==> config.mk <==
export PLATFORM = sky130hd
export DESIGN_NAME = iob_sseg_scan
export DESIGN_NICKNAME = d
export VERILOG_FILES = /design/src/rtl/iob_sseg_scan_pkg.sv /design/src/rtl/iob_sseg_hex_dec.sv /design/src/rtl/iob_sseg_scan.sv
export SDC_FILE = /design/constraint.sdc
export NUM_CORES = 1
export LEC_CHECK = 0
export BUFFER_PORTS_ARGS = -buffer_cell sky130_fd_sc_hd__buf_2
export CAP_MARGIN = 30
export CORE_MARGIN = 4
export CORE_UTILIZATION = 30
export CTS_CLUSTER_DIAMETER = 200
export DETAILED_ROUTE_END_ITERATION = 10
export SLEW_MARGIN = 20
export SYNTH_ARGS = -nofsm -noshare
export SYNTH_HDL_FRONTEND = slang
export SYNTH_SLANG_ARGS = --single-unit
==> constraint.sdc <==
create_clock -name clk -period 10.1 [get_ports clk]
set_input_delay 1.515 -clock clk [delete_from_list [all_inputs] [get_ports clk]]
set_output_delay 1.515 -clock clk [all_outputs]
set_load 0.02 [all_outputs]
==> src/rtl/iob_sseg_scan_pkg.sv <==
// ----------------------------------------------------------------------------
// iob_sseg_scan_pkg
// Shared constants for the seven-segment scan driver.
//   SSEG_0..SSEG_F : active-low gfedcba patterns for hex digits 0..F
//   SSEG_OFF       : all cathodes off (dp included)
//   SSEG_DP_BIT    : position of the decimal point within the cathode byte
// ----------------------------------------------------------------------------
package iob_sseg_scan_pkg;

    localparam logic [6:0] SSEG_0 = 7'h40;
    localparam logic [6:0] SSEG_1 = 7'h79;
    localparam logic [6:0] SSEG_2 = 7'h24;
    localparam logic [6:0] SSEG_3 = 7'h30;
    localparam logic [6:0] SSEG_4 = 7'h19;
    localparam logic [6:0] SSEG_5 = 7'h12;
    localparam logic [6:0] SSEG_6 = 7'h02;
    localparam logic [6:0] SSEG_7 = 7'h78;
    localparam logic [6:0] SSEG_8 = 7'h00;
    localparam logic [6:0] SSEG_9 = 7'h10;
    localparam logic [6:0] SSEG_A = 7'h08;
    localparam logic [6:0] SSEG_B = 7'h03;
    localparam logic [6:0] SSEG_C = 7'h46;
    localparam logic [6:0] SSEG_D = 7'h21;
    localparam logic [6:0] SSEG_E = 7'h06;
    localparam logic [6:0] SSEG_F = 7'h0E;

    localparam logic [7:0] SSEG_OFF    = 8'hFF;
    localparam int         SSEG_DP_BIT = 7;

    // Build the active-low cathode byte from a decimal-point flag (1 = lit)
    // and an active-low segment pattern.
    function automatic logic [7:0] sseg_cathodes(input logic dp_lit,
                                                 input logic [6:0] seg);
        logic [7:0] c;
        c              = {1'b1, seg};
        c[SSEG_DP_BIT] = ~dp_lit;
        return c;
    endfunction

endpackage

==> src/rtl/iob_sseg_hex_dec.sv <==
// ----------------------------------------------------------------------------
// iob_sseg_hex_dec
// Combinational hex-to-seven-segment decoder.
//   nib_i  in  4  hex nibble
//   seg_o  out 7  gfedcba, active-low
// ----------------------------------------------------------------------------
module iob_sseg_hex_dec
    import iob_sseg_scan_pkg::*;
(
    input  logic [3:0] nib_i,
    output logic [6:0] seg_o
);

    always_comb begin
        seg_o = SSEG_8;
        unique case (nib_i)
            4'h0: seg_o = SSEG_0;
            4'h1: seg_o = SSEG_1;
            4'h2: seg_o = SSEG_2;
            4'h3: seg_o = SSEG_3;
            4'h4: seg_o = SSEG_4;
            4'h5: seg_o = SSEG_5;
            4'h6: seg_o = SSEG_6;
            4'h7: seg_o = SSEG_7;
            4'h8: seg_o = SSEG_8;
            4'h9: seg_o = SSEG_9;
            4'hA: seg_o = SSEG_A;
            4'hB: seg_o = SSEG_B;
            4'hC: seg_o = SSEG_C;
            4'hD: seg_o = SSEG_D;
            4'hE: seg_o = SSEG_E;
            4'hF: seg_o = SSEG_F;
        endcase
    end

endmodule

==> src/rtl/iob_sseg_scan.sv <==
// ----------------------------------------------------------------------------
// iob_sseg_scan
// Time-multiplexed seven-segment driver. A frame (hex nibbles, decimal
// points, blank mask) is accepted over valid/ready into a shadow register
// and copied to the active register only at a frame boundary, so a frame
// being displayed never tears.
//   clk      in   1        system clock
//   rst      in   1        asynchronous reset, active-high
//   en_i     in   1        scan enable
//   valid_i  in   1        frame offered
//   ready_o  out  1        frame can be accepted
//   data_i   in   4*NDIG   digit k = data_i[4k+3:4k]
//   dp_i     in   NDIG     decimal point per digit, 1 = lit
//   blank_i  in   NDIG     1 = digit dark
//   frame_o  out  1        one-cycle pulse after each frame wrap
//   ca_o     out  8        cathodes, active-low, ca_o[7] = dp
//   an_o     out  NDIG     anodes, active-low
// ----------------------------------------------------------------------------
module iob_sseg_scan
    import iob_sseg_scan_pkg::*;
#(
    parameter int NDIG  = 8,
    parameter int DIV   = 100000,
    parameter int BLANK = 1000,
    parameter int DIV_W = 17
) (
    input  logic              clk,
    input  logic              rst,
    input  logic              en_i,
    input  logic              valid_i,
    output logic              ready_o,
    input  logic [4*NDIG-1:0] data_i,
    input  logic [NDIG-1:0]   dp_i,
    input  logic [NDIG-1:0]   blank_i,
    output logic              frame_o,
    output logic [7:0]        ca_o,
    output logic [NDIG-1:0]   an_o
);

    localparam int DIG_W = (NDIG > 1) ? $clog2(NDIG) : 1;

    localparam logic [DIV_W-1:0] DIV_LAST = DIV_W'(DIV - 1);
    localparam logic [DIV_W-1:0] BLANK_V  = DIV_W'(BLANK);
    localparam logic [DIG_W-1:0] DIG_LAST = DIG_W'(NDIG - 1);

    // ------------------------------------------------------------------
    // State
    // ------------------------------------------------------------------
    logic [DIV_W-1:0]  presc_q,    presc_d;
    logic [DIG_W-1:0]  dig_q,      dig_d;
    logic              pend_q,     pend_d;
    logic              ready_q,    ready_d;
    logic              frame_q,    frame_d;
    logic [7:0]        ca_q,       ca_d;
    logic [NDIG-1:0]   an_q,       an_d;

    logic [4*NDIG-1:0] sh_data_q,  sh_data_d;
    logic [NDIG-1:0]   sh_dp_q,    sh_dp_d;
    logic [NDIG-1:0]   sh_blank_q, sh_blank_d;
    logic [4*NDIG-1:0] act_data_q, act_data_d;
    logic [NDIG-1:0]   act_dp_q,   act_dp_d;
    logic [NDIG-1:0]   act_blank_q, act_blank_d;

    // ------------------------------------------------------------------
    // Scan timing and handshake
    // ------------------------------------------------------------------
    logic tick, wrap, xfer, apply;

    always_comb begin
        tick  = en_i && (presc_q == DIV_LAST);
        wrap  = tick && (dig_q == DIG_LAST);
        xfer  = valid_i && ready_q;
        // When scanning, a pending frame waits for the frame boundary;
        // when idle there is nothing to tear, so it applies immediately.
        apply = pend_q && (!en_i || wrap);

        presc_d = presc_q;
        dig_d   = dig_q;
        if (!en_i) begin
            presc_d = '0;
            dig_d   = '0;
        end else if (tick) begin
            presc_d = '0;
            dig_d   = wrap ? '0 : dig_q + 1'b1;
        end else begin
            presc_d = presc_q + 1'b1;
        end

        frame_d = wrap;
    end

    // ------------------------------------------------------------------
    // Shadow / active frames and pending flag.
    // xfer needs ready (pending clear) and apply needs pending set, so the
    // two never coincide; a transfer on the wrapping tick therefore lands
    // in the shadow and waits for the following wrap.
    // ------------------------------------------------------------------
    always_comb begin
        sh_data_d   = sh_data_q;
        sh_dp_d     = sh_dp_q;
        sh_blank_d  = sh_blank_q;
        act_data_d  = act_data_q;
        act_dp_d    = act_dp_q;
        act_blank_d = act_blank_q;
        pend_d      = pend_q;

        if (apply) begin
            act_data_d  = sh_data_q;
            act_dp_d    = sh_dp_q;
            act_blank_d = sh_blank_q;
            pend_d      = 1'b0;
        end

        if (xfer) begin
            sh_data_d  = data_i;
            sh_dp_d    = dp_i;
            sh_blank_d = blank_i;
            pend_d     = 1'b1;
        end

        ready_d = !pend_d;
    end

    // ------------------------------------------------------------------
    // Current digit selection and output encoding
    // ------------------------------------------------------------------
    logic [3:0]      cur_nib;
    logic            cur_dp;
    logic            cur_blank;
    logic [NDIG-1:0] sel_an;
    logic [6:0]      cur_seg;
    logic            dark;

    always_comb begin
        cur_nib   = '0;
        cur_dp    = 1'b0;
        cur_blank = 1'b1;
        sel_an    = '1;
        for (int unsigned k = 0; k < NDIG; k++) begin
            if (dig_q == DIG_W'(k)) begin
                cur_nib   = act_data_q[4*k +: 4];
                cur_dp    = act_dp_q[k];
                cur_blank = act_blank_q[k];
                sel_an[k] = 1'b0;
            end
        end
    end

    iob_sseg_hex_dec u_hex_dec (
        .nib_i (cur_nib),
        .seg_o (cur_seg)
    );

    always_comb begin
        dark = !en_i || (presc_q < BLANK_V) || cur_blank;
        an_d = dark ? '1 : sel_an;
        ca_d = dark ? SSEG_OFF : sseg_cathodes(cur_dp, cur_seg);
    end

    // ------------------------------------------------------------------
    // Registers
    // ------------------------------------------------------------------
    always_ff @(posedge clk or posedge rst) begin
        if (rst) begin
            presc_q     <= '0;
            dig_q       <= '0;
            pend_q      <= 1'b0;
            ready_q     <= 1'b1;
            frame_q     <= 1'b0;
            ca_q        <= SSEG_OFF;
            an_q        <= '1;
            sh_data_q   <= '0;
            sh_dp_q     <= '0;
            sh_blank_q  <= '1;
            act_data_q  <= '0;
            act_dp_q    <= '0;
            act_blank_q <= '1;
        end else begin
            presc_q     <= presc_d;
            dig_q       <= dig_d;
            pend_q      <= pend_d;
            ready_q     <= ready_d;
            frame_q     <= frame_d;
            ca_q        <= ca_d;
            an_q        <= an_d;
            sh_data_q   <= sh_data_d;
            sh_dp_q     <= sh_dp_d;
            sh_blank_q  <= sh_blank_d;
            act_data_q  <= act_data_d;
            act_dp_q    <= act_dp_d;
            act_blank_q <= act_blank_d;
        end
    end

    assign ready_o = ready_q;
    assign frame_o = frame_q;
    assign ca_o    = ca_q;
    assign an_o    = an_q;

endmodule

# After elaboration in Yosys (flattened, before gate mapping)
# Memories as Yosys holds them, arrays and structs flattened.
# Index checks and enable logic that the tools add are counted.
# classes
n_addsub,2
magnitude_cmp,1
n_eq_ne,9
n_mux,41
n_bitwise,1
reduce_logical,10
# ops
op,count
$mux W17,2
$mux W4,8
$mux W1,26
$add A17 B1 Y17 const B,1
$eq A17 B17 Y1 const B,1
$lt A17 B10 Y1 const B,1
$mux W8,2
$eq A3 B3 Y1 const B,4
$mux W3,3
$eq A3 B2 Y1 const B,2
$logic_and A1 B1 Y1,4
$add A3 B1 Y3 const B,1
$eq A3 B1 Y1 const B,1
$logic_not A3 Y1,1
$logic_or A1 B1 Y1,3
$logic_not A1 Y1,2
$ne A2 B1 Y1 const B,1
$not A1 Y1,1
# word_totals
reg_bits,135
rom_bits,112
mem_count,1
# mem_list
memory,words,width,read_ports,rd_ports_with_merged_regs,wr,line,source
(name not given),16,7,1,0,0,iob_sseg_hex_dec.sv:16,unique case (nib_i)

# Depth between registers and ports, before layout
# Gate-level depths: netlist of run 1.
# depth
depth_word,11
depth_mapped,14
depth_no_buf,12

# Hierarchy
# A second synthesis of run 1 with hierarchy kept.
# unflattened
cells_unflattened,494
hier_area_um2,6142.1
# by_module_without_submodules
mod,instances,cells_each,area_each_um2
iob_sseg_scan,1,459,5894.4
iob_sseg_hex_dec,1,35,247.7

# Worst setup path after synthesis of run 1
# No wires, ideal clock.
# synth_timing
kind,in2reg
from,input valid_i
to,register sh_data_q[29]
setup_time_ns,0.125
arrival_ns,2.666
required_time_ns,9.975
slack_ns,7.310
stages,4
path_buffers,2
cell_sequence,nand2_1 -> clkbuf_1 -> buf_1 -> mux2_2
# synth_via
elab_chain_len,1
# synth_rtl
element,line,source
start: declaration,iob_sseg_scan.sv:30,"input logic valid_i,"
$logic_and A1 B1 Y1,iob_sseg_scan.sv:72,xfer = valid_i && ready_q;
end signal: assignment,iob_sseg_scan.sv:186,sh_data_q <= sh_data_d;
end: declaration,iob_sseg_scan.sv:57,"logic [4*NDIG-1:0] sh_data_q, sh_data_d;"
# Every way passes these cells.
# A chain may end at the register's enable or synchronous reset.

# Worst setup path in the final report of run 1
# layout_timing
from,register dig_q[2]
to,"register ca_q[3], in the netlist ca_o[3]"
# layout_via
elab_chain_len,11
elab_cells_between_ends,27
classes_between,eq/ne: 7; mux: 17; reduce/logical: 2; memory: 1
# layout_rtl
element,line,source
start: declaration,iob_sseg_scan.sv:50,"logic [DIG_W-1:0] dig_q, dig_d;"
start signal: assignment,iob_sseg_scan.sv:180,dig_q <= dig_d;
$logic_not A3 Y1,iob_sseg_scan.sv:140,if (dig_q == DIG_W'(k)) begin
$mux W4 or $mux W1 (tied branches) (8 in a row),iob_sseg_scan.sv:140,
$mem_v2 Z16 W7 or $logic_or A1 B1 Y1 (tied branches),-,
$mux W8 (*),iob_sseg_scan.sv:157,"ca_d = dark ? SSEG_OFF : sseg_cathodes(cur_dp, cur_seg);"
named net ca_d[3],iob_sseg_scan.sv:54,"logic [7:0] ca_q, ca_d;"
end signal: assignment,iob_sseg_scan.sv:170,ca_q <= SSEG_OFF;
end signal: assignment,iob_sseg_scan.sv:184,ca_q <= ca_d;
end: declaration,iob_sseg_scan.sv:54,
# Mark *: on every way through the listed nets, which the timed path passes. The rest lies on a longest branch.

==> flow_summary.toml, run 1 <==
[run_status]
outcome = "completed"

[global_routing]
grt_antenna_before_repair = 0
grt_use_total_pct = 12.1
grt_first_pass_wirelength_mm = 21.4
first_global_vias = 4115
grt_remaining_overflow = 0
largest_net_degree_at_the_start_of_global_routing = 52

[timing]
post-route-min-period_ns = 3.66
grt_setup_unrepaired = "no"
report.final.hold_viol_count = 0
maxSlewHeadroom_pct = 50.2
setup_viol = 0
clock_skew_ns = 0.0135
tns_ns = 0
worst_slew_pin_slew_ns = 0.747
period_utilization_pct = 36.2
setup_ws_ns = 6.44
max_freq_mhz = 273
final-max-slew-violation-count = 0

[run]
max_cap_viol_count = 0

[cts]
path_clk_slew_ns = 0.06
htree_num_levels = 4
cts_made_buffers = 17
clockRootBuffer = "sky130_fd_sc_hd__clkbuf_16"
cts_num_sinks = 135
cts_tree = "yes"
cts-hold-fix-buffers = 0
postCtsSetupBuffers = 0
clk-insertion-delay-late_ns = 0.42
clockBufferDepth = 2
cts-resized-gates = 0

[logic_synthesis]
synth-main-ff-cell = "sky130_fd_sc_hd__dfrtp_1"
synth_cells = 477
flip_flop_and_latch_count_after_synthesis = 135
syn_nets = 543
postSynth.asyncResetShare_pct = 100
synthesis.area_mm2 = 0.00606
ys_warn_count = 0
synth_sequential_area_ratio_pct = 56.4
post_synth_num_cell_types = 55
synthesis.area_per_instance_um2 = 12.7
synth_edf_count = 0

[power]
power.clock.fraction_pct = 34.3
pwr-share-comb_pct = 18.7
worst_ir_drop_vdd_mv = 0.122
p_int_mw = 1.21
p_seq_share_pct = 47.0
p_leak_nw = 3.11
swShare_pct = 26.5
power.density_cell_area_mw_per_mm2 = 228
power.net_switching_mw = 0.436

[floorplan]
fp.dieArea_mm2 = 0.0226
placeableCoreArea_mm2 = 0.0197
io-pin-count = 70
fp.dieW_um = 150
initial_core_util_pct = 30.9
floorplan.rows = 51
die_h_um = 150

[worst_setup_path]
timing.rr.start = "dig_q[2]$_DFFE_PP0P_"
critical_path_arrival_ns = 3.96
worstSetupPathType = "flop to flop"
crit_path_max_fanout = 18
worstRegToRegCells = 11
r2r-end = "ca_o[3]$_DFF_PP1_"
worstSetupStartpointType = "flop"
timing.reg2reg.setup_slack_ns = 6.44
cp_data_required_time_ns = 10.40
worst_setup_path_end_kind = "flop"

[hold_path]
hold_startpoint = "presc_q[0]$_DFF_PP0_"
whs_path_depth = 1
end_point_of_the_most_critical_hold_path = "presc_q[0]$_DFF_PP0_"
hold_path_class = "flop to flop"

[cells_and_area]
final_design_area_no_fill_mm2 = 0.00721
fill_cells = 1943
final_stage_net_count = 610
area_growth_pct = 18.9
antenna_cells_inserted = 0
drive_gt1_share_pct = 42.9
post_layout_nonfiller_instances = 822

[routing]
via_density_per_instance = 4.70
wl_mm = 13.0
drt-pass1-iter-count = 5
drc = 0
avgRoutedWirePerCell_um = 15.8
initialDrtViolationCount = 215
postRouteAntennaNets = 0
via_count = 3860

[place]
placed_cells_incl_taps = 790
detailedPlace.worstSlack_ns = 6.57
placement.cell_area_mm2 = 0.00666
gp_congestion = 0.766
port-buffer-count = 69
dpl.hpwl_mm = 9.33
## cells in the final DEF, fill, tap and decap left out, types with 3 or more instances in the layout
cell type,n
sky130_fd_sc_hd__a21oi_1,25
sky130_fd_sc_hd__clkbuf_1,4
sky130_fd_sc_hd__clkbuf_16,18
sky130_fd_sc_hd__nand3_1,17
sky130_fd_sc_hd__inv_1,15
sky130_fd_sc_hd__mux2_4,20
sky130_fd_sc_hd__nand2_1,25
sky130_fd_sc_hd__or3_1,5
sky130_fd_sc_hd__o211ai_1,5
sky130_fd_sc_hd__nor2_1,25
sky130_fd_sc_hd__mux2_2,76
sky130_fd_sc_hd__nor2b_1,6
sky130_fd_sc_hd__clkinvlp_4,3
sky130_fd_sc_hd__ha_1,14
sky130_fd_sc_hd__dfrtp_1,102
sky130_fd_sc_hd__and3_1,3
sky130_fd_sc_hd__clkbuf_8,3
sky130_fd_sc_hd__buf_2,69
sky130_fd_sc_hd__o21ai_0,16
sky130_fd_sc_hd__dfstp_2,33
sky130_fd_sc_hd__xnor2_1,4
sky130_fd_sc_hd__nand3b_1,3
sky130_fd_sc_hd__nor3_1,6
sky130_fd_sc_hd__xor2_1,9
sky130_fd_sc_hd__o22ai_1,3
sky130_fd_sc_hd__clkinv_2,3
## critical path, stage by stage (launching register included)
cell,delay (ns)
sky130_fd_sc_hd__dfrtp_1,0.66
sky130_fd_sc_hd__clkinv_1,0.41
sky130_fd_sc_hd__ha_1,0.43
sky130_fd_sc_hd__a21boi_1,0.22
sky130_fd_sc_hd__a21boi_0,0.27
sky130_fd_sc_hd__o22ai_1,0.11
sky130_fd_sc_hd__a22oi_1,0.50
sky130_fd_sc_hd__inv_1,0.20
sky130_fd_sc_hd__ha_1,0.26
sky130_fd_sc_hd__and2_1,0.17
sky130_fd_sc_hd__a211oi_1,0.19
sky130_fd_sc_hd__o21ai_0,0.11
## worst max path at each step
| stage | from | endpoint | slack, ns | depth (start not counted) |
|---|---|---|---|---|
| 2_1_floorplan | rst | act_data_q[0]$_DFFE_PP0P_ | 5.03 | 1 |
| 3_3_place_gp | dig_q[2]$_DFFE_PP0P_ | ca_o[3]$_DFF_PP1_ | 6.83 | 11 |
| 3_5_place_dp | dig_q[2]$_DFFE_PP0P_ | ca_o[3]$_DFF_PP1_ | 6.57 | 11 |
| 4_1_cts | dig_q[2]$_DFFE_PP0P_ | ca_o[3]$_DFF_PP1_ | 6.53 | 11 |
| 5_1_grt | dig_q[2]$_DFFE_PP0P_ | ca_o[3]$_DFF_PP1_ | 6.19 | 11 |
| 6_report | dig_q[2]$_DFFE_PP0P_ | ca_o[3]$_DFF_PP1_ | 6.44 | 11 |
## power by group through the flow
stage	Clock, mW	Combinational (mW)	Sequential (mW)
after global routing	0.609	0.343	0.788
after detailed placement	0	0.308	0.784
after CTS	0.582	0.311	0.776
after floorplan	0	0.255	0.738
after global placement	0	0.292	0.782
final	0.564	0.308	0.773
## per-stage QoR
stage / utilization [%] / hold slack, ns / total power, mW
finish: 36.7 / 0.486 / 1.65
global route: 36.7 / 0.507 / 1.74
CTS: 36.7 / 0.486 / 1.67
detailed placement: 33.9 / 0.479 / 1.09
global placement: 33.8 / 0.474 / 1.07
floorplan: - / 0.403 / 0.994
## area by class of cell
| class | instances | area [um^2] | area share, % |
|---|---|---|---|
| Tap cell | 265 | 332 | 4.60 |
| Inverter | 18 | 70.1 | 0.972 |
| Multi-Input combinational cell | 300 | 2460 | 34.1 |
| Timing Repair Buffer | 72 | 380 | 5.28 |
| Sequential cell | 135 | 3420 | 47.4 |
| Clock inverter | 7 | 43.8 | 0.607 |
| Clock buffer | 25 | 507 | 7.03 |
## sequential cells by signal, summed over array words and instances, names as in the netlist
signal       count
act_dp_q         8
an_o             8
presc_q         17
sh_dp_q          8
sh_data_q       32
ready_o          1
ca_o             8
act_blank_q      8
sh_blank_q       8
dig_q            3
frame_o          1
pend_q           1
act_data_q      32
## logic make-up (layout without fill, tap and decap cells)
group / Yosys count / count (layout) / synth area share [%]
DFF: 135 / 135 / 56.4
and+or+nand+nor: 104 / 104 / 8.60
muxes: 97 / 97 / 19.2
AOI/OAI and AO/OA: 72 / 72 / 7.74
buffers and inverters: 42 / 122 / 3.26
adders and majority gates: 14 / 14 / 2.89
xor gates and xnor gates: 13 / 13 / 1.88
## synth_stat cells (3+ instances only)
master	number	area, um^2
sky130_fd_sc_hd__xor2_1	9	78.8
sky130_fd_sc_hd__or3_1	5	31.3
sky130_fd_sc_hd__nor3_1	6	30.0
sky130_fd_sc_hd__nand3b_1	3	22.5
sky130_fd_sc_hd__dfrtp_1	102	2550
sky130_fd_sc_hd__buf_2	11	55.1
sky130_fd_sc_hd__o211ai_1	5	37.5
sky130_fd_sc_hd__dfstp_2	33	867
sky130_fd_sc_hd__clkbuf_1	8	30.0
sky130_fd_sc_hd__buf_6	3	33.8
sky130_fd_sc_hd__and3_1	3	18.8
sky130_fd_sc_hd__o21ai_0	16	80.1
sky130_fd_sc_hd__mux2_4	20	300
sky130_fd_sc_hd__mux2_2	76	856
sky130_fd_sc_hd__nor2b_1	6	37.5
sky130_fd_sc_hd__ha_1	14	175
sky130_fd_sc_hd__nand3_1	17	85.1
sky130_fd_sc_hd__xnor2_1	4	35.0
sky130_fd_sc_hd__a21oi_1	25	125
sky130_fd_sc_hd__nand2_1	27	101
sky130_fd_sc_hd__inv_1	16	60.1
sky130_fd_sc_hd__o22ai_1	3	18.8
sky130_fd_sc_hd__nor2_1	25	93.8
## metal layers
layer	up-vias	global-route usage (%)	share of wire, %
li1	1820	-	-
met4	0	4.12	1.4
met3	15	3.79	5.1
met2	105	19.6	50
met5	-	0	0
met1	1920	15.4	44
Power figures use the tool's default switching activity.
==> inputs of run 2 (changes only) <==
- clock period: 10.1 -> 3.54 ns (I/O delays scaled with it)
==> flow_summary.toml, run 2 (synthesis results as in run 1) <==
[run_status]
outcome = "completed"

[global_routing]
grt_antenna_before_repair = 0
first_global_vias = 4133
grt_use_total_pct = 12.4
largest_net_degree_at_the_start_of_global_routing = 71
grt_first_pass_wirelength_mm = 21.8
grt_remaining_overflow = 0

[routing]
initialDrtViolationCount = 177
via_count = 3929
via_density_per_instance = 4.75
postRouteAntennaNets = 0
drc = 0
drt-pass1-iter-count = 4
avgRoutedWirePerCell_um = 16.0
wl_mm = 13.2

[timing]
tns_ns = 0
period_utilization_pct = 91.3
grt_setup_unrepaired = "no"
clock_skew_ns = 0.00620
maxSlewHeadroom_pct = 46.6
post-route-min-period_ns = 3.23
max_freq_mhz = 309
final-max-slew-violation-count = 0
setup_viol = 0
report.final.hold_viol_count = 0
worst_slew_pin_slew_ns = 0.800

[cts]
htree_num_levels = 4
cts-hold-fix-buffers = 0
cts_tree = "yes"
clk-insertion-delay-late_ns = 0.42
cts_num_sinks = 135
postCtsSetupBuffers = 0
cts_made_buffers = 17
clockRootBuffer = "sky130_fd_sc_hd__clkbuf_16"
clockBufferDepth = 2
path_clk_slew_ns = 0.06
cts-resized-gates = 0

[worst_setup_path]
first_element_of_the_critical_path = "dig_q[0]$_DFFE_PP0P_"
critical_path_arrival_ns = 3.54
worst_setup_path_end_kind = "flop"
worstSetupStartpointType = "flop"
crit_path_max_fanout = 17
slowest_delay_ns = 0.55
timing.reg2reg.setup_slack_ns = 0.31
critical_path.slowest_cell = "sky130_fd_sc_hd__ha_1"
cp_num_buf_inv = 2
worstSetupPathType = "flop to flop"
path_delay_family = "compound AO/OA/AOI/OAI gates"
cp_data_required_time_ns = 3.85
r2r-end = "ca_o[3]$_DFF_PP1_"
worstRegToRegCells = 11
timing.rr.start = "dig_q[0]$_DFFE_PP0P_"
worst_setup_path_endpoint = "ca_o[3]$_DFF_PP1_"
logic_depth_of_the_worst_path_buffers_included = 11
crit_chain = "inv_1 -> ha_1 -> a21boi_1 -> a21boi_0 -> o22ai_1 -> a22oi_1 -> inv_1 -> ha_1 -> and2_1 -> a211oi_1 -> o21ai_0"

[power]
p_leak_nw = 3.11
p_seq_share_pct = 47.1
power.clock.fraction_pct = 34.1
total_power_mw = 4.68
pwr-share-comb_pct = 18.8
power.net_switching_mw = 1.30
p_int_mw = 3.38
swShare_pct = 27.7
worst_ir_drop_vdd_mv = 0.327
power.density_cell_area_mw_per_mm2 = 646

[floorplan]
fp.dieArea_mm2 = 0.0226
floorplan.rows = 51
initial_core_util_pct = 30.9
io-pin-count = 70
placeableCoreArea_mm2 = 0.0197
fp.dieW_um = 150
die_h_um = 150

[cells_and_area]
fill_cells = 1954
layout_common_cells = "102 x sky130_fd_sc_hd__dfrtp_1, 76 x sky130_fd_sc_hd__mux2_2, 69 x sky130_fd_sc_hd__buf_2"
final_stage_net_count = 614
area_growth_pct = 19.4
drive_gt1_share_pct = 43.9
largest_registers_ranked_by_flip_flop_count = "act_data_q x32, sh_data_q x32, presc_q x17"
mostFrequentLayoutCell = "sky130_fd_sc_hd__dfrtp_1"
final_design_area_no_fill_mm2 = 0.00724

[place]
dpl.hpwl_mm = 9.67
gp_congestion = 0.844
port-buffer-count = 69
placement.cell_area_mm2 = 0.00670

[run]
max_cap_viol_count = 0

[hold_path]
hold_path_class = "input pin to async pin"
run 2: cell types whose count changed in the layout (fill, tap and decap cells not counted), sizes merged:
| cell | delta |
|---|---|
| buf | +4 |
| clkbuf | -6 |
| clkinv | +2 |
| clkinvlp | +3 |
| diode | +1 |
| inv | +1 |
run 2: worst reg2reg max path: stages (launching register included):
cell                       delay [ns]
sky130_fd_sc_hd__dfrtp_1         0.44
sky130_fd_sc_hd__inv_1           0.11
sky130_fd_sc_hd__ha_1            0.55
sky130_fd_sc_hd__a21boi_1        0.24
sky130_fd_sc_hd__a21boi_0        0.24
sky130_fd_sc_hd__o22ai_1         0.12
sky130_fd_sc_hd__a22oi_1         0.48
sky130_fd_sc_hd__inv_1           0.22
sky130_fd_sc_hd__ha_1            0.25
sky130_fd_sc_hd__and2_1          0.16
sky130_fd_sc_hd__a211oi_1        0.21
sky130_fd_sc_hd__o21ai_0         0.11
run 2: layout make-up:
class	count	area, um^2	share of cell area, %
flip-flops and latches	135	3420	47.2
diodes	1	2.50	0.0345
multi-input cells	300	2450	33.9
inverters	18	71.3	0.985
clock buffers	19	443	6.12
clock inverters	13	100	1.38
well taps	265	332	4.58
repair buffers	76	423	5.84
run 2: how the worst min path moves through the flow:
stage                     slack (ns)                      end
after detailed placement        0.48     presc_q[0]$_DFF_PP0_
after global placement          0.47     presc_q[0]$_DFF_PP0_
final                           0.26   sh_dp_q[0]$_DFFE_PP0P_
after CTS                       0.26   sh_dp_q[1]$_DFFE_PP0P_
after global routing            0.31  act_dp_q[5]$_DFFE_PP0P_
after floorplan                 0.40        ca_o[7]$_DFF_PP1_
run 2: per-layer routing:
layer  vias up  GRT usage (%)  routed length, um
li1       1841              -                  -
met1      1968           15.8               5910
met2       105           20.2               6430
met3        15           4.09                717
met4         0           3.61                140
met5         -              0                  0
run 2: power groups by stage:
stage	Clock [mW]	Sequential (mW)	Combinational, mW
after CTS	1.65	2.22	0.885
after floorplan	0	2.11	0.729
after global routing	1.71	2.25	0.968
final	1.59	2.21	0.881
after global placement	0	2.23	0.833
after detailed placement	0	2.24	0.880
run 2: metrics by stage:
stage	util (%)	worst slack (ns)	hold WS (ns)	std cells
3_5_place_dp	34.1	0.369	0.476	794
4_1_cts	36.8	0.351	0.260	826
3_3_place_gp	34.0	0.655	0.471	793
5_1_grt	36.8	0.0768	0.306	826
6_report	36.9	0.308	0.263	827
2_1_floorplan	-	0.803	0.403	477
